--- config.mk ---
export PLATFORM = sky130hd
export DESIGN_NAME = ysyx_23060236_clint_mh
export DESIGN_NICKNAME = d
export VERILOG_FILES = /design/src/rtl/ysyx_23060236_clint_mh.sv
export SDC_FILE = /design/constraint.sdc
export NUM_CORES = 1
export LEC_CHECK = 0
export BUFFER_PORTS_ARGS = -buffer_cell sky130_fd_sc_hd__buf_2
export CORE_MARGIN = 1
export CORE_UTILIZATION = 45
export DETAILED_ROUTE_END_ITERATION = 10
export PLACE_DENSITY = 0.6
export SYNTH_ARGS = -nofsm -noshare
export SYNTH_HDL_FRONTEND = slang
export SYNTH_SLANG_ARGS = --single-unit
--- constraint.sdc ---
create_clock -name clock -period 3.9 [get_ports clock]
set_input_delay 0 -clock clock [delete_from_list [all_inputs] [get_ports clock]]
set_output_delay 0 -clock clock [all_outputs]
set_load 0.02 [all_outputs]
--- src/rtl/ysyx_23060236_clint_mh.sv ---
`timescale 1ns/1ps
// Multi-hart core-local interruptor: prescaled 64-bit mtime, per-hart mtimecmp/msip, AXI4-Lite-style slave.
// Optional: define YSYX_23060236_CLINT_HI_SNAPSHOT_EN to latch mtime[63:32] on low-word reads.
module ysyx_23060236_clint_mh #(
   parameter int NHART    = 1,
   parameter int PRESCALE = 1
) (
   input  logic             clock,
   input  logic             reset,
   input  logic [31:0]      araddr,
   input  logic             arvalid,
   output logic             arready,
   output logic [31:0]      rdata,
   output logic [1:0]       rresp,
   output logic             rvalid,
   input  logic             rready,
   input  logic [31:0]      awaddr,
   input  logic             awvalid,
   output logic             awready,
   input  logic [31:0]      wdata,
   input  logic [3:0]       wstrb,
   input  logic             wvalid,
   output logic             wready,
   output logic [1:0]       bresp,
   output logic             bvalid,
   input  logic             bready,
   output logic [NHART-1:0] mtip,
   output logic [NHART-1:0] msip
);

   localparam logic [1:0]  RESP_OKAY   = 2'b00;
   localparam logic [1:0]  RESP_SLVERR = 2'b10;
   localparam logic [15:0] PRESC_LAST  = 16'(PRESCALE - 1);

   typedef enum logic {R_IDLE, R_RESP} rstate_e;
   typedef enum logic {W_IDLE, W_RESP} wstate_e;
   typedef enum logic [2:0] {A_MSIP, A_CMPLO, A_CMPHI, A_MTLO, A_MTHI, A_ERR} sel_e;

   // Classify a 16-bit offset; unmapped, misaligned or out-of-range hart offsets fall to A_ERR.
   function automatic sel_e f_sel(input logic [15:0] a);
      sel_e s;
      s = A_ERR;
      if (a[1:0] == 2'b00) begin
         if (a[15:6] == 10'h000 && int'(a[5:2]) < NHART)
            s = A_MSIP;
         else if (a[15:7] == 9'h080 && int'(a[6:3]) < NHART)
            s = a[2] ? A_CMPHI : A_CMPLO;
         else if (a == 16'hBFF8)
            s = A_MTLO;
         else if (a == 16'hBFFC)
            s = A_MTHI;
      end
      return s;
   endfunction

   function automatic logic [3:0] f_hart(input logic [15:0] a);
      return (a[15:14] == 2'b01) ? a[6:3] : a[5:2];
   endfunction

   function automatic logic [31:0] f_merge(input logic [31:0] cur,
                                          input logic [31:0] nw,
                                          input logic [3:0]  strb);
      logic [31:0] m;
      for (int b = 0; b < 4; b++)
         m[8*b +: 8] = strb[b] ? nw[8*b +: 8] : cur[8*b +: 8];
      return m;
   endfunction

   rstate_e          r_rstate, w_rstate_nxt;
   wstate_e          r_wstate, w_wstate_nxt;
   logic [15:0]      r_presc;
   logic             w_tick;
   logic [63:0]      r_mtime;
   logic [63:0]      r_mtimecmp [NHART];
   logic [NHART-1:0] r_msip;
   logic [NHART-1:0] r_mtip;
   logic [31:0]      r_rdata;
   logic [1:0]       r_rresp;
   logic [1:0]       r_bresp;
   logic             r_aw_held;
   logic             r_w_held;
   logic [15:0]      r_awaddr;
   logic [31:0]      r_wdata;
   logic [3:0]       r_wstrb;
   logic             w_ar_fire;
   logic             w_aw_fire;
   logic             w_w_fire;
   logic             w_b_fire;
   logic             w_commit;
   logic             w_wr_mtlo;
   logic             w_wr_mthi;
   sel_e             w_rd_sel;
   sel_e             w_wr_sel;
   logic [3:0]       w_rd_hart;
   logic [3:0]       w_wr_hart;
   logic [31:0]      w_rd_data;
   logic             w_rd_err;
   logic             w_unused;

`ifdef YSYX_23060236_CLINT_HI_SNAPSHOT_EN
   logic [31:0]      r_shadow;
`endif

   assign w_unused = ^{araddr[31:16], awaddr[31:16]};

   // Read FSM
   always_ff @(posedge clock or negedge reset) begin
      if (!reset) r_rstate <= R_IDLE;
      else        r_rstate <= w_rstate_nxt;
   end

   always_comb begin
      w_rstate_nxt = r_rstate;
      case (r_rstate)
         R_IDLE:  if (w_ar_fire) w_rstate_nxt = R_RESP;
         R_RESP:  if (rready)    w_rstate_nxt = R_IDLE;
         default: w_rstate_nxt = R_IDLE;
      endcase
   end

   always_comb begin
      arready = (r_rstate == R_IDLE);
      rvalid  = (r_rstate == R_RESP);
   end

   assign w_ar_fire = arvalid & arready;
   assign w_rd_sel  = f_sel(araddr[15:0]);
   assign w_rd_hart = f_hart(araddr[15:0]);

   always_comb begin
      w_rd_data = '0;
      w_rd_err  = 1'b0;
      case (w_rd_sel)
         A_MSIP: begin
            for (int h = 0; h < NHART; h++)
               if (w_rd_hart == 4'(h)) w_rd_data = {31'b0, r_msip[h]};
         end
         A_CMPLO: begin
            for (int h = 0; h < NHART; h++)
               if (w_rd_hart == 4'(h)) w_rd_data = r_mtimecmp[h][31:0];
         end
         A_CMPHI: begin
            for (int h = 0; h < NHART; h++)
               if (w_rd_hart == 4'(h)) w_rd_data = r_mtimecmp[h][63:32];
         end
         A_MTLO:  w_rd_data = r_mtime[31:0];
`ifdef YSYX_23060236_CLINT_HI_SNAPSHOT_EN
         A_MTHI:  w_rd_data = r_shadow;
`else
         A_MTHI:  w_rd_data = r_mtime[63:32];
`endif
         default: w_rd_err = 1'b1;
      endcase
   end

   always_ff @(posedge clock or negedge reset) begin
      if (!reset) begin
         r_rdata <= '0;
         r_rresp <= RESP_OKAY;
      end else if (w_ar_fire) begin
         r_rdata <= w_rd_data;
         r_rresp <= w_rd_err ? RESP_SLVERR : RESP_OKAY;
      end
   end

   assign rdata = r_rdata;
   assign rresp = r_rresp;

   // Write FSM: address and data are collected independently, then commit in W_IDLE
   always_ff @(posedge clock or negedge reset) begin
      if (!reset) r_wstate <= W_IDLE;
      else        r_wstate <= w_wstate_nxt;
   end

   always_comb begin
      w_wstate_nxt = r_wstate;
      case (r_wstate)
         W_IDLE:  if (w_commit) w_wstate_nxt = W_RESP;
         W_RESP:  if (bready)   w_wstate_nxt = W_IDLE;
         default: w_wstate_nxt = W_IDLE;
      endcase
   end

   always_comb begin
      awready = (r_wstate == W_IDLE) & ~r_aw_held;
      wready  = (r_wstate == W_IDLE) & ~r_w_held;
      bvalid  = (r_wstate == W_RESP);
   end

   assign w_aw_fire = awvalid & awready;
   assign w_w_fire  = wvalid & wready;
   assign w_b_fire  = bvalid & bready;
   assign w_commit  = (r_wstate == W_IDLE) & r_aw_held & r_w_held;
   assign w_wr_sel  = f_sel(r_awaddr);
   assign w_wr_hart = f_hart(r_awaddr);
   assign w_wr_mtlo = w_commit & (w_wr_sel == A_MTLO);
   assign w_wr_mthi = w_commit & (w_wr_sel == A_MTHI);

   always_ff @(posedge clock or negedge reset) begin
      if (!reset) begin
         r_aw_held <= 1'b0;
         r_w_held  <= 1'b0;
      end else begin
         if (w_b_fire)       r_aw_held <= 1'b0;
         else if (w_aw_fire) r_aw_held <= 1'b1;
         if (w_b_fire)       r_w_held  <= 1'b0;
         else if (w_w_fire)  r_w_held  <= 1'b1;
      end
   end

   always_ff @(posedge clock) begin
      if (w_aw_fire) r_awaddr <= awaddr[15:0];
      if (w_w_fire) begin
         r_wdata <= wdata;
         r_wstrb <= wstrb;
      end
   end

   always_ff @(posedge clock or negedge reset) begin
      if (!reset)        r_bresp <= RESP_OKAY;
      else if (w_commit) r_bresp <= (w_wr_sel == A_ERR) ? RESP_SLVERR : RESP_OKAY;
   end

   assign bresp = r_bresp;

   // Timebase: a write to either mtime word replaces that cycle's tick and never carries
   assign w_tick = (r_presc == PRESC_LAST);

   always_ff @(posedge clock or negedge reset) begin
      if (!reset) r_presc <= '0;
      else        r_presc <= w_tick ? '0 : r_presc + 16'd1;
   end

   always_ff @(posedge clock or negedge reset) begin
      if (!reset)         r_mtime <= '0;
      else if (w_wr_mtlo) r_mtime[31:0]  <= f_merge(r_mtime[31:0], r_wdata, r_wstrb);
      else if (w_wr_mthi) r_mtime[63:32] <= f_merge(r_mtime[63:32], r_wdata, r_wstrb);
      else if (w_tick)    r_mtime <= r_mtime + 64'd1;
   end

`ifdef YSYX_23060236_CLINT_HI_SNAPSHOT_EN
   // A low-word read wins over a same-cycle high write so the snapshot pairs with the returned low word.
   always_ff @(posedge clock or negedge reset) begin
      if (!reset)                                r_shadow <= '0;
      else if (w_ar_fire && w_rd_sel == A_MTLO)  r_shadow <= r_mtime[63:32];
      else if (w_wr_mthi)                        r_shadow <= f_merge(r_mtime[63:32], r_wdata, r_wstrb);
   end
`endif

   // Per-hart compare and software-interrupt state
   always_ff @(posedge clock or negedge reset) begin
      if (!reset) begin
         for (int h = 0; h < NHART; h++) r_mtimecmp[h] <= '1;
      end else if (w_commit) begin
         for (int h = 0; h < NHART; h++) begin
            if (w_wr_hart == 4'(h) && w_wr_sel == A_CMPLO)
               r_mtimecmp[h][31:0] <= f_merge(r_mtimecmp[h][31:0], r_wdata, r_wstrb);
            if (w_wr_hart == 4'(h) && w_wr_sel == A_CMPHI)
               r_mtimecmp[h][63:32] <= f_merge(r_mtimecmp[h][63:32], r_wdata, r_wstrb);
         end
      end
   end

   always_ff @(posedge clock or negedge reset) begin
      if (!reset) begin
         r_msip <= '0;
      end else if (w_commit && w_wr_sel == A_MSIP && r_wstrb[0]) begin
         for (int h = 0; h < NHART; h++)
            if (w_wr_hart == 4'(h)) r_msip[h] <= r_wdata[0];
      end
   end

   always_ff @(posedge clock or negedge reset) begin
      if (!reset) begin
         r_mtip <= '0;
      end else begin
         for (int h = 0; h < NHART; h++)
            r_mtip[h] <= (r_mtime >= r_mtimecmp[h]);
      end
   end

   assign mtip = r_mtip;
   assign msip = r_msip;

endmodule

## Word level (Yosys, flattened, before mapping)

Index checks and enable logic that the tools add are counted.
W data, S select, Z words.

- Flip-flop bits (word level): 238
- Bits of input ports: 107
- Output and inout bits: 43
- Word-level logic and storage cells: 155

- Add/sub/neg operators: 2
- $lt $le $gt $ge: 5
- Eq/ne operators: 26
- Muxes and demuxes: 39
- Bitwise operators: 15
- Reductions and logical operators: 39

Operator list:

| operator | number |
|---|---|
| $mux W32 | 5 |
| $pmux W32 S5 | 1 |
| $add A64 B1 Y64 const B | 1 |
| $eq A16 B16 Y1 const B | 4 |
| $ge A64 B64 Y1 | 1 |
| $mux W64 | 1 |
| $reduce_and A3 Y1 | 16 |
| $mux W8 | 4 |
| $mux W3 | 8 |
| $logic_not A10 Y1 | 2 |
| $eq A9 B8 Y1 const B | 2 |
| $ne A2 B2 Y1 const B | 9 |
| $add A16 B1 Y16 const B | 1 |
| $logic_not A16 Y1 | 1 |
| $lt A4 B1 Y1 const B | 4 |
| $mux W16 | 1 |
| $eq A3 B2 Y1 const B | 4 |
| $mux W1 | 11 |
| $and A1 B1 Y1 | 10 |
| $eq A3 B3 Y1 const B | 3 |
| $logic_and A1 B1 Y1 | 8 |
| $logic_not A4 Y1 | 2 |
| $mux W2 | 4 |
| $mux W4 | 2 |
| 9 further kinds | 21 |

## Longest topological paths before layout

Gate-level depths: netlist of run 1.

- Depth after elaboration: 10
- Depth in mapped cells: 9

## Worst setup path after synthesis of run 1

Ideal clock, no wire load.

- Kind: register to register
- Start: reg r_presc[0]
- End: reg r_mtime[51]
- Arrival time: 2.231 ns
- Data required time: 3.831 ns
- Slack: 1.600 ns
- Cell stages (with the launch flop): 9
- Period minus slack after synthesis: 2.300 ns
- Cell sequence: dfrtp_1 -> inv_1 -> ha_1 -> nor4b_1 -> nand4_1 -> a211oi_4 -> nand3_2 -> or4_1 -> nand3_1

- Longest elaborated chain between the ends: 3

Ends and longest elaborated chain:

| element | line | RTL |
|---|---|---|
| from (decl) | 71 | `logic [15:0] r_presc;` |
| from (signal assigned) | 231 | `else r_presc <= w_tick ? '0 : r_presc + 16'd1;` |
| $logic_not A16 Y1 | 227 | `assign w_tick = (r_presc == PRESC_LAST);` |
| $reduce_bool A2 Y1 (no line) | -- |  |
| $reduce_and A3 Y1 (no line) | -- |  |
| to (signal assigned) | 237 | `else if (w_wr_mthi) r_mtime[63:32] <= f_merge(r_mtime[63:32], r_wdata, r_wstrb);` |
| to (signal assigned) | 238 | `else if (w_tick) r_mtime <= r_mtime + 64'd1;` |
| to (decl) | 73 | `logic [63:0] r_mtime;` |

No other way between the ends.
A chain may end at the register's enable or synchronous reset.

## Final worst setup path of run 1

Ends and elaborated chain as after synthesis.

==> Flow_metrics.wiki, run 1 <==
{| class="wikitable"
! Metric !! Value
|-
| Result of the run || finished, final reports clean
|-
| Hold Crit Class || in2reg
|-
| Cts bufs inserted || 27
|-
| DR vias || 10,800
|-
| Max-slew violations || 0
|-
| Global router's overall resource usage || 25.1%
|-
| CP Capture Type || flip-flop
|-
| Net count, final || 1,625
|-
| Fraction of layout instances using a drive strength above 1 || 21.9%
|-
| Count of fill cells added during filler insertion || 2,533
|-
| Die boundary width || 172 um
|-
| Total congestion overflow || 0
|-
| Number of buffers and inverters on the critical path || 1
|-
| Vertical die dimension || 172 um
|-
| Die Footprint || 0.0295 mm2
|-
| Initial standard-cell utilization of the core || 46.2%
|-
| Final critical-path share of the clock period || 76.6%
|-
| Cell area after synthesis || 0.0130 mm2
|-
| Instance count of the mapped netlist || 1,291
|-
| Quantity of gates resized following cts || 0
|-
| Number of warnings issued by yosys || 0
|-
| CP startpoint kind || flip-flop
|-
| Total routed wire length on the met1 layer || 17.1 mm
|-
| Number of standard cells in the final layout excluding fillers || 1,850
|-
| Minimum setup slack after placement || 1000 ps
|-
| Synth async-reset ratio || 78.0%
|-
| Total I/O pin count || 150
|-
| Syn Area/Cell || 10.1 um2
|-
| Total negative slack || 0 ps
|-
| Pin count of the biggest net entering global routing || 106
|-
| Crit path kind || reg2reg
|-
| H-tree depth || 1
|-
| Final-report hold violation count || 0
|-
| Antenna-violating nets left || 0
|-
| Number of DRC markers after the initial detailed-route iteration || 827
|-
| Count of placed standard cells including taps || 1,741
|-
| Data arrival, critical path || 3470 ps
|-
| Worst-case clock buffer depth || 3
|-
| Delay of the slowest cell on the worst path || 610 ps
|-
| Met3 layer wire length in the routed design || 2.31 mm
|-
| Slew headroom || 21.5%
|-
| Crit path time final || 2990 ps
|-
| Family with the most delay on the worst path || simple AND/OR/NAND/NOR gates
|-
| Initial antenna violation count || 0
|-
| Core Area || 0.0281 mm2
|-
| Average wire per cell in the routed design || 19.7 um
|-
| Fin Clk Skew || 15.4 ps
|-
| Max rail drop VDD || 0.343 mV
|-
| Wire length of the first global-routing pass || 57.3 mm
|-
| Worst-skew pair later-pin latency || 550 ps
|-
| Hold_ws || 77.8 ps
|-
| EDFF count, synth || 52
|-
| Root buffer cell || clkbuf_16
|-
| Synthesized flop and latch total || 236
|-
| Number of vias per cell || 5.85
|-
| Final WS setup || 912 ps
|-
| Endpoints failing setup || 0
|-
| Highest net fanout along the worst path || 9
|-
| Clock input transition at the sequential cells of the worst setup and hold paths || 60 ps
|-
| Power density relative to cell area || 399 mW/mm2
|-
| Diodes inserted || 0
|-
| Via count of the first global-routing pass || 10,500
|-
| Register cell area after layout || 0.00625 mm2
|-
| Final RePlAce weighted congestion || 0.899
|-
| Count of cell types in the netlist || 72
|-
| Slowest-stage cell, CP || a211oi_4
|-
| Maximum clock frequency || 335 MHz
|-
| TritonCTS clock tree || done
|-
| Aggregate routed wire length || 36.5 mm
|-
| Area grow syn2layout || 19.5%
|-
| Count of max-cap constraint violations || 0
|-
| Top routing layer in use || met4
|-
| Data required time of the worst path || 4380 ps
|-
| Placement Rows || 61
|-
| Top flip-flop cell by instance count after synthesis || dfrtp_1
|-
| Area of combinational cells with multiple inputs || 0.00620 mm2
|-
| Post-synthesis sequential area ratio || 48.1%
|-
| DR pass1 iterations || 5
|-
| Actual slew at the worst max-slew pin || 1180 ps
|-
| Post-CTS setup-driven buffer insertion count || 0
|-
| Half-perimeter wire length of the detailed placement result || 25.1 mm
|-
| Number of remaining DRC errors || 0
|-
| Setup repair after global routing missed its margin || false
|-
| Power after layout || 0.00619 W
|-
| Leak || 6.47 nW
|-
| Crit-path cells || inv_1 -> ha_1 -> nor4b_1 -> nand4_1 -> a211oi_4 -> nand3_2 -> or4_1 -> nand3_1
|-
| Met2 WL || 16.2 mm
|-
| IO Port Bufs || 115
|-
| Clk sink count || 236
|}
worst paths after layout:
kind	from	end	slack (ps)	depth (start not counted)
max	r_presc[0]	r_mtime[51]	910	8
min	araddr[14]	rdata[0]	80	6
max reg2reg	r_presc[0]	r_mtime[51]	910	8
min reg2reg	rdata[15]	rdata[15]	470	2
max in group asynchronous	reset	r_mtimecmp[21]	2780	3
min in group asynchronous	reset	r_mtime[6]	150	2
state kept, by name (all words and copies together), names as in the netlist, 4 cells and up:
signal and flops:
rdata 32, r_mtime 64, r_awaddr 16, r_presc 16, r_mtimecmp 64, r_wdata 32
r_wstrb 4
worst min-delay path: stages:
cell     delay [ps]
buf_2           130
nand3_1          70
nand2_1          60
a22o_1          130
a22oi_1          50
o21ai_0         130
layout make-up:
cell class | count | area share [%]
Multi-Input combinational cell | 917 | 40.0
Tap cell | 378 | 3.05
Clock buffer | 32 | 4.54
Timing Repair Buffer | 186 | 8.24
Clock inverter | 18 | 1.90
Inverter | 83 | 2.01
Sequential cell | 236 | 40.3
synth_stat cells (23+ instances only):
library cell  count  area (um2)
nand2_1         126         473
dfrtp_1         120        3000
inv_1            83         312
nor2_1           83         312
a21oi_1          79         395
o21ai_0          77         385
ha_1             67         838
mux2_2           66         743
dfstp_2          64        1680
nand3_1          58         290
edfxtp_1         52        1560
clkbuf_1         39         146
nand4_1          37         231
a221oi_1         33         289
mux2i_1          32         320
nor3_1           28         140
and3_1           23         144
what timing repair did:
action	CTS	global route
setup endpoints to repair	0	0
endpoints found under the hold margin	118	0
hold buffers	59	0
cells by family (layout without fill, tap and decap cells):
kind of cell / after synthesis / count (layout) / share of synthesized area, %
mux: 98 / 98 / 8.20
buf+inv: 139 / 319 / 4.23
compound gates: 296 / 296 / 14.7
xor+xnor: 14 / 14 / 0.945
fa+ha+maj: 68 / 68 / 6.54
flops: 236 / 236 / 48.1
simple gates: 439 / 439 / 17.2
other cells: 1 / 2 / 0.0289
metrics by stage:
| stage | util [%] | cell area [um2] |
|---|---|---|
| floorplan | - | 13000 |
| global placement | 49.6 | 13900 |
| detailed placement | 49.6 | 13900 |
| CTS | 55.2 | 15500 |
| global route | 55.2 | 15500 |
| finish | 55.2 | 15500 |
layer usage:
layer  GRT usage, %  up-vias
met5              0        -
met4           7.16        0
met3           4.53       55
met2           38.8      353
met1           35.7     5291
li1               -     5118
placed cells by master (no fill, tap or decap), drive strengths merged, types with 8 or more instances in the layout:
master,synthesis,routed
o21ai,81,81
buf,17,126
clkbuf,39,33
dfstp,64,64
and4,15,15
a21oi,80,80
edfxtp,52,52
o211ai,9,9
inv,83,84
ha,67,67
dlygate4sd3,0,59
bufinv,0,8
nor4,18,18
mux2i,32,32
a221oi,33,33
and2,15,15
nand2,127,127
a211oi,13,13
xnor2,12,12
mux2,66,66
a21o,8,8
o22a,12,12
and3,23,23
nor3,30,30
nor2,83,83
dfrtp,120,120
nand3,60,60
nand4,38,38
o22ai,15,15
where the power goes:
part | switching [W] | internal [W]
sequential | 0.000172 | 0.00268
combinational | 0.000288 | 0.000181
clock | 0.00105 | 0.00182
Power figures use the tool's default switching activity.
==> run 2: changes to the inputs <==
==> constraint.sdc (replaced) <==
create_clock -name clock -period 2.9 [get_ports clock]
set_input_delay 0 -clock clock [delete_from_list [all_inputs] [get_ports clock]]
set_output_delay 0 -clock clock [all_outputs]
set_load 0.02 [all_outputs]
==> run 2 against run 1 <==
Net effect: critical path depth is 1 lower; sequential power is 34% higher; first-iteration DRC count increased by 8.3%; critical endpoint is now r_mtime[25]; via count is 0.74% higher; largest power group is now registers; hold slack worse by 75 ps; maximum frequency is 15% higher; sequential cell count stayed put.
==> Flow_metrics.wiki, run 2 (synthesized netlist as in run 1, its figures left out) <==
{| class="wikitable"
! Metric !! Value
|-
| Number of vias per cell || 5.78
|-
| Final critical-path share of the clock period || 89.7%
|-
| Endpoints failing setup || 0
|-
| Count of fill cells added during filler insertion || 2,547
|-
| Highest net fanout along the worst path || 9
|-
| Via count of the first global-routing pass || 10,600
|-
| Final RePlAce weighted congestion || 0.907
|-
| Cts bufs inserted || 27
|-
| Fin Clk Skew || 27.7 ps
|-
| Root buffer cell || clkbuf_16
|-
| Maximum clock frequency || 384 MHz
|-
| Worst-case clock buffer depth || 3
|-
| CP Capture Type || flip-flop
|-
| Leading cell type in the layout, fill and taps excluded || nand2_1
|-
| Number of remaining DRC errors || 0
|-
| Die Footprint || 0.0295 mm2
|-
| Die boundary width || 172 um
|-
| Setup repair after global routing missed its margin || false
|-
| Power density relative to cell area || 500 mW/mm2
|-
| IO Port Bufs || 115
|-
| DR pass1 iterations || 5
|-
| Antenna-violating nets left || 0
|-
| CP startpoint kind || flip-flop
|-
| Registers with the most flip-flops || r_mtime (64), r_mtimecmp (64)
|-
| TritonCTS clock tree || done
|-
| Max rail drop VDD || 0.525 mV
|-
| Top routing layer in use || met4
|-
| Worst-skew pair later-pin latency || 560 ps
|-
| DR vias || 10,900
|-
| Average wire per cell in the routed design || 19.6 um
|-
| Hold Crit Class || in2async
|-
| Placement Rows || 61
|-
| Fraction of layout instances using a drive strength above 1 || 23.5%
|-
| Wire length of the first global-routing pass || 58.7 mm
|-
| Register cell area after layout || 0.00625 mm2
|-
| Leak || 6.60 nW
|-
| Clk sink count || 236
|-
| Pin count of the biggest net entering global routing || 72
|-
| Crit path time final || 2600 ps
|-
| Vertical die dimension || 172 um
|-
| Max-slew violations || 0
|-
| Actual slew at the worst max-slew pin || 711 ps
|-
| Data required time of the worst path || 3340 ps
|-
| Total negative slack || 0 ps
|-
| Core Area || 0.0281 mm2
|-
| Count of max-cap constraint violations || 0
|-
| Crit path kind || reg2reg
|-
| Met2 WL || 16.2 mm
|-
| Total I/O pin count || 150
|-
| Final core utilization || 55.8%
|-
| Area grow syn2layout || 20.7%
|-
| Global router's overall resource usage || 25.7%
|-
| Net count, final || 1,661
|-
| Top library cells by usage in the layout, fill and taps aside || nand2_1, dfrtp_1, buf_2
|-
| Diodes inserted || 0
|-
| Slew headroom || 52.6%
|-
| H-tree depth || 1
|-
| Result of the run || finished, final reports clean
|-
| Clock input transition at the sequential cells of the worst setup and hold paths || 70 ps
|-
| Met3 layer wire length in the routed design || 2.38 mm
|-
| Half-perimeter wire length of the detailed placement result || 26.2 mm
|-
| Total routed wire length on the met1 layer || 17.3 mm
|-
| Area of combinational cells with multiple inputs || 0.00620 mm2
|-
| Aggregate routed wire length || 36.9 mm
|-
| Total congestion overflow || 0
|-
| Initial antenna violation count || 0
|-
| Quantity of gates resized following cts || 0
|-
| Data arrival, critical path || 3040 ps
|-
| Number of DRC markers after the initial detailed-route iteration || 896
|-
| Initial standard-cell utilization of the core || 46.2%
|-
| Final-report hold violation count || 0
|}
## run 2: final cells by class
| class | instances | area share (%) |
|---|---|---|
| sequential | 236 | 39.9 |
| clock buffer | 34 | 4.55 |
| multi-input combinational | 917 | 39.6 |
| timing repair buffer | 222 | 10.0 |
| clock inverter | 16 | 0.935 |
| tap | 378 | 3.02 |
| inverter | 83 | 1.99 |
## run 2: worst paths after layout
path	slack, ps	cells after the start	endpoint	startpoint
setup / recovery	300	7	r_mtime[25]	r_awaddr[14]
hold / removal	3	2	r_mtime[5]	reset
setup reg to reg	300	7	r_mtime[25]	r_awaddr[14]
hold reg to reg	470	2	rdata[12]	rdata[12]
max in group asynchronous	1960	3	r_mtimecmp[17]	reset
min in group clock	10	2	r_wdata[19]	wvalid
## run 2: per-layer routing
| metal | up-vias | track usage [%] |
|---|---|---|
| li1 | 5193 | - |
| met2 | 371 | 39.8 |
| met1 | 5266 | 36.9 |
| met3 | 67 | 4.16 |
| met5 | - | 0 |
| met4 | 0 | 7.43 |
## run 2: timing repair
item | in CTS | in global routing
hold buffers | 59 | 0
setup buffers | 0 | 0
endpoints found under the hold margin | 150 | 0
## run 2: worst max-delay path, stage by stage (launching register included)
cell,delay (ps)
edfxtp_1,440
and4b_1,300
and4_1,510
a21oi_2,130
buf_4,170
a21oi_1,520
nor2_1,100
o2bb2a_1,310
## run 2: per-stage QoR
step / hold slack [ps] / setup slack (ps) / power, W / instance area, um2 / cells
floorplan: -296 / 600 / 0.00410 / 13000 / 1292
global placement: 46.1 / 415 / 0.00446 / 14200 / 1777
detailed placement: 48.5 / 354 / 0.00447 / 14200 / 1777
CTS: 2.15 / 321 / 0.00789 / 15700 / 1886
global route: 15.3 / 83.9 / 0.00813 / 15700 / 1886
finish: 3.10 / 299 / 0.00783 / 15700 / 1886
## run 2: power by group
part           internal, W  switching [W]
combinational     0.000271       0.000407
clock              0.00193        0.00142
sequential         0.00360       0.000205
==> run 3: changes to the inputs <==
--- a/config.mk
+++ b/config.mk
@@ -5,11 +5,12 @@
 export SDC_FILE = /design/constraint.sdc
 export NUM_CORES = 1
 export LEC_CHECK = 0
+export ABC_AREA = 1
 export BUFFER_PORTS_ARGS = -buffer_cell sky130_fd_sc_hd__buf_2
 export CORE_MARGIN = 1
 export CORE_UTILIZATION = 45
 export DETAILED_ROUTE_END_ITERATION = 10
-export PLACE_DENSITY = 0.6
+export PLACE_DENSITY = 0.59
 export SYNTH_ARGS = -nofsm -noshare
 export SYNTH_HDL_FRONTEND = slang
 export SYNTH_SLANG_ARGS = --single-unit
==> run 3 against run 2 <==
Net effect: register-to-register slack improved by 220 ps; via count increased by 31%; cell count increased by 43%; cell area increased by 12%; synthesized cell count increased by 59%; sequential power decreased by 1%; hold slack improved by 31 ps; largest cell class is now multi-input gates; highest routed layer unchanged.
==> Flow_metrics.wiki, run 3 <==
{| class="wikitable"
! Metric !! Value
|-
| Result of the run || finished, final reports clean
|-
| Family with the most delay on the worst path || simple AND/OR/NAND/NOR gates
|-
| Core Area || 0.0327 mm2
|-
| Launching point of the worst reg2reg path || r_mtime[13]
|-
| Slowest-stage cell, CP || nor2_4
|-
| Net count, final || 2,412
|-
| Minimum setup slack after placement || 469 ps
|-
| Synthesized-area fraction occupied by xor and xnor cells || 1.81%
|-
| Final RePlAce weighted congestion || 1.01
|-
| Number of vias per cell || 5.28
|-
| Data arrival, critical path || 3000 ps
|-
| Placement Rows || 66
|-
| Pin count of the biggest net entering global routing || 76
|-
| Count of cell types in the netlist || 47
|-
| Syn Area/Cell || 7.31 um2
|-
| Average wire per cell in the routed design || 18.2 um
|-
| Count of fill cells added during filler insertion || 3,200
|-
| Crit-path cells || dlygate4sd3_1 -> buf_2 -> nor2_4 -> dlygate4sd3_1 -> nand2_1 -> nor2_4 -> nand2_1 -> nand3b_1 -> nand2_1 -> nand2_1
|-
| Leak || 8.03 nW
|-
| Root buffer cell || clkbuf_16
|-
| Max-slew violations || 0
|-
| Area grow syn2layout || 17.1%
|-
| Worst hold start || arvalid
|-
| Worst Hold End || rvalid
|-
| Half-perimeter wire length of the detailed placement result || 37.1 mm
|-
| Worst-case clock buffer depth || 3
|-
| Power density relative to cell area || 472 mW/mm2
|-
| Most prevalent standard cell on the critical path || nand2_1
|-
| Die Footprint || 0.0341 mm2
|-
| EDFF count, synth || 52
|-
| Vertical die dimension || 185 um
|-
| Yosys top cell area share || 20.0%
|-
| Compound-cell area share of the yosys netlist || 8.78%
|-
| Initial antenna violation count || 0
|-
| Total negative slack || 0 ps
|-
| Cell area after synthesis || 0.0150 mm2
|-
| WHS Path Cells || 3
|-
| Total congestion overflow || 0
|-
| Final-report hold violation count || 0
|-
| Final WS setup || 399 ps
|-
| Max rail drop VDD || 0.525 mV
|-
| Antenna-violating nets left || 0
|-
| R2r worst-path depth || 11
|-
| Ranking of synthesized cells by area || dfrtp_1, nand2_1, dfstp_2
|-
| Post-synthesis sequential area ratio || 41.6%
|-
| CP startpoint kind || primary input
|-
| Post-route cell area || 0.0176 mm2
|-
| Endpoint of the worst-slack reg-to-reg timing path || r_mtime[62]
|-
| Data required time of the worst path || 3400 ps
|-
| Diodes inserted || 0
|-
| Clock input transition at the sequential cells of the worst setup and hold paths || 60 ps
|-
| CP Capture Type || flip-flop
|-
| Worst-skew pair later-pin latency || 560 ps
|-
| Cts bufs inserted || 28
|-
| Crit path time final || 2500 ps
|-
| Worst-case register-to-register setup slack || 520 ps
|-
| Leading cell types by count after synthesis || nand2_1, inv_1, nor2_1
|-
| Instance count of the mapped netlist || 2,056
|-
| Total I/O pin count || 150
|-
| Number of remaining DRC errors || 0
|-
| H-tree depth || 1
|-
| TritonCTS clock tree || done
|-
| Adder and majority cell fraction of the synthesized area || 5.58%
|-
| Count of max-cap constraint violations || 0
|-
| Number of warnings issued by yosys || 0
|-
| Quantity of gates resized following cts || 0
|-
| Initial standard-cell utilization of the core || 45.9%
|-
| Number of DRC markers after the initial detailed-route iteration || 1,110
|-
| Die boundary width || 185 um
|-
| Slew headroom || 32.4%
|-
| Fraction of synthesized area in multiplexers || 0%
|-
| Highest net fanout along the worst path || 31
|-
| Aggregate routed wire length || 49.3 mm
|-
| Crit path kind || in2reg
|-
| Library cell with the highest instance count after synthesis || nand2_1
|-
| Global router's overall resource usage || 29.7%
|-
| Actual slew at the worst max-slew pin || 1010 ps
|-
| IO Port Bufs || 115
|-
| Delay of the slowest cell on the worst path || 800 ps
|-
| Final critical-path share of the clock period || 86.3%
|-
| Registers with the most flip-flops || r_mtime (64), r_mtimecmp (64)
|-
| Setup repair after global routing missed its margin || false
|-
| Via count of the first global-routing pass || 13,800
|-
| Wire length of the first global-routing pass || 76.9 mm
|-
| Synthesized flop and latch total || 236
|-
| Clk sink count || 236
|-
| DR pass1 iterations || 7
|-
| Leading cell type in the layout, fill and taps excluded || nand2_1
|-
| Fraction of layout instances using a drive strength above 1 || 13.5%
|-
| DR vias || 14,300
|-
| Basic-gate share of the synthesized area counting and, or, nand and nor cells || 33.1%
|-
| Synth async-reset ratio || 78.0%
|-
| Number of buffers and inverters on the critical path || 3
|-
| Dominant combinational cell family by area after synthesis || simple AND/OR/NAND/NOR gates
|-
| Maximum clock frequency || 400 MHz
|-
| Fin Clk Skew || 9.60 ps
|-
| Top library cells by usage in the layout, fill and taps aside || nand2_1, inv_1, nor2_1
|-
| Leading area contributor after synthesis || dfrtp_1
|-
| Hold Crit Class || in2reg
|-
| Endpoints failing setup || 0
|-
| Instance area after placement || 0.0160 mm2
|-
| Top flip-flop cell by instance count after synthesis || dfrtp_1
|}
[run 3: final cells by class]
cell class | instances | area [um2] | area share (%)
clock buffers | 38 | 810 | 4.60
clock inverters | 14 | 140 | 0.797
inverters | 280 | 1050 | 5.98
multi-input cells | 1493 | 7410 | 42.1
flip-flops and latches | 236 | 6250 | 35.5
well taps | 442 | 553 | 3.14
repair buffers | 199 | 1380 | 7.84
[run 3: per-layer routing]
metal | share of wire, % | track usage [%] | vias to the layer above
li1 | - | - | 6972
met1 | 44 | 39.9 | 6733
met2 | 46 | 49.0 | 471
met3 | 6.3 | 3.89 | 94
met4 | 3.4 | 10.3 | 0
met5 | 0 | 0 | -
[run 3: how the worst max path moves through the flow]
| stage | startpoint | to | slack, ps | cells after the start |
|---|---|---|---|---|
| 6_report | araddr[0] | rdata[14] | 400 | 10 |
| 5_1_grt | araddr[0] | rdata[31] | 260 | 10 |
| 4_1_cts | araddr[0] | rdata[14] | 510 | 10 |
| 3_5_place_dp | araddr[14] | rdata[14] | 470 | 12 |
| 3_3_place_gp | araddr[14] | rdata[14] | 530 | 12 |
| 2_1_floorplan | bvalid | r_wdata[0] | 810 | 3 |
[run 3: stage by stage]
step / instances / hold WS, ps / total power [W] / util (%)
floorplan: 2057 / -296 / 0.00425 / -
global placement: 2589 / 80.8 / 0.00462 / 49.0
detailed placement: 2589 / 98.5 / 0.00463 / 49.0
CTS: 2702 / 14.3 / 0.00837 / 53.8
global route: 2702 / 87.4 / 0.00862 / 53.8
finish: 2702 / 34.4 / 0.00830 / 53.8
[run 3: cells by family (layout without fill, tap and decap cells)]
logic type | after synthesis | in the layout
and+or+nand+nor | 1146 | 1146
buffers and inverters | 328 | 531
AOI/OAI and AO/OA | 247 | 247
DFF | 236 | 236
adders and majority gates | 67 | 67
xor gates and xnor gates | 31 | 31
other | 1 | 2
[run 3: worst reg2reg max path, cell delays in order, from the launching register on]
cell     delay (ps)
dfrtp_1         490
inv_1           150
nor3_1          460
nand3_1         350
nor2_1          340
nand3_1         120
nand2_1          70
nand2_1          50
nand2_1          60
o21ai_0          70
nand2_1          60
nand2_1          40
[run 3: repair_timing]
| item | CTS | global route |
|---|---|---|
| setup endpoints to repair | 0 | 0 |
| hold endpoints to repair | 129 | 0 |
| hold buffers | 61 | 0 |
| setup buffers | 0 | 0 |
[run 3: where the power goes]
part / total, W / internal (W) / switching (W)
logic: 0.000900 / 0.000279 / 0.000620
clock network: 0.00363 / 0.00220 / 0.00143
registers: 0.00376 / 0.00363 / 0.000129
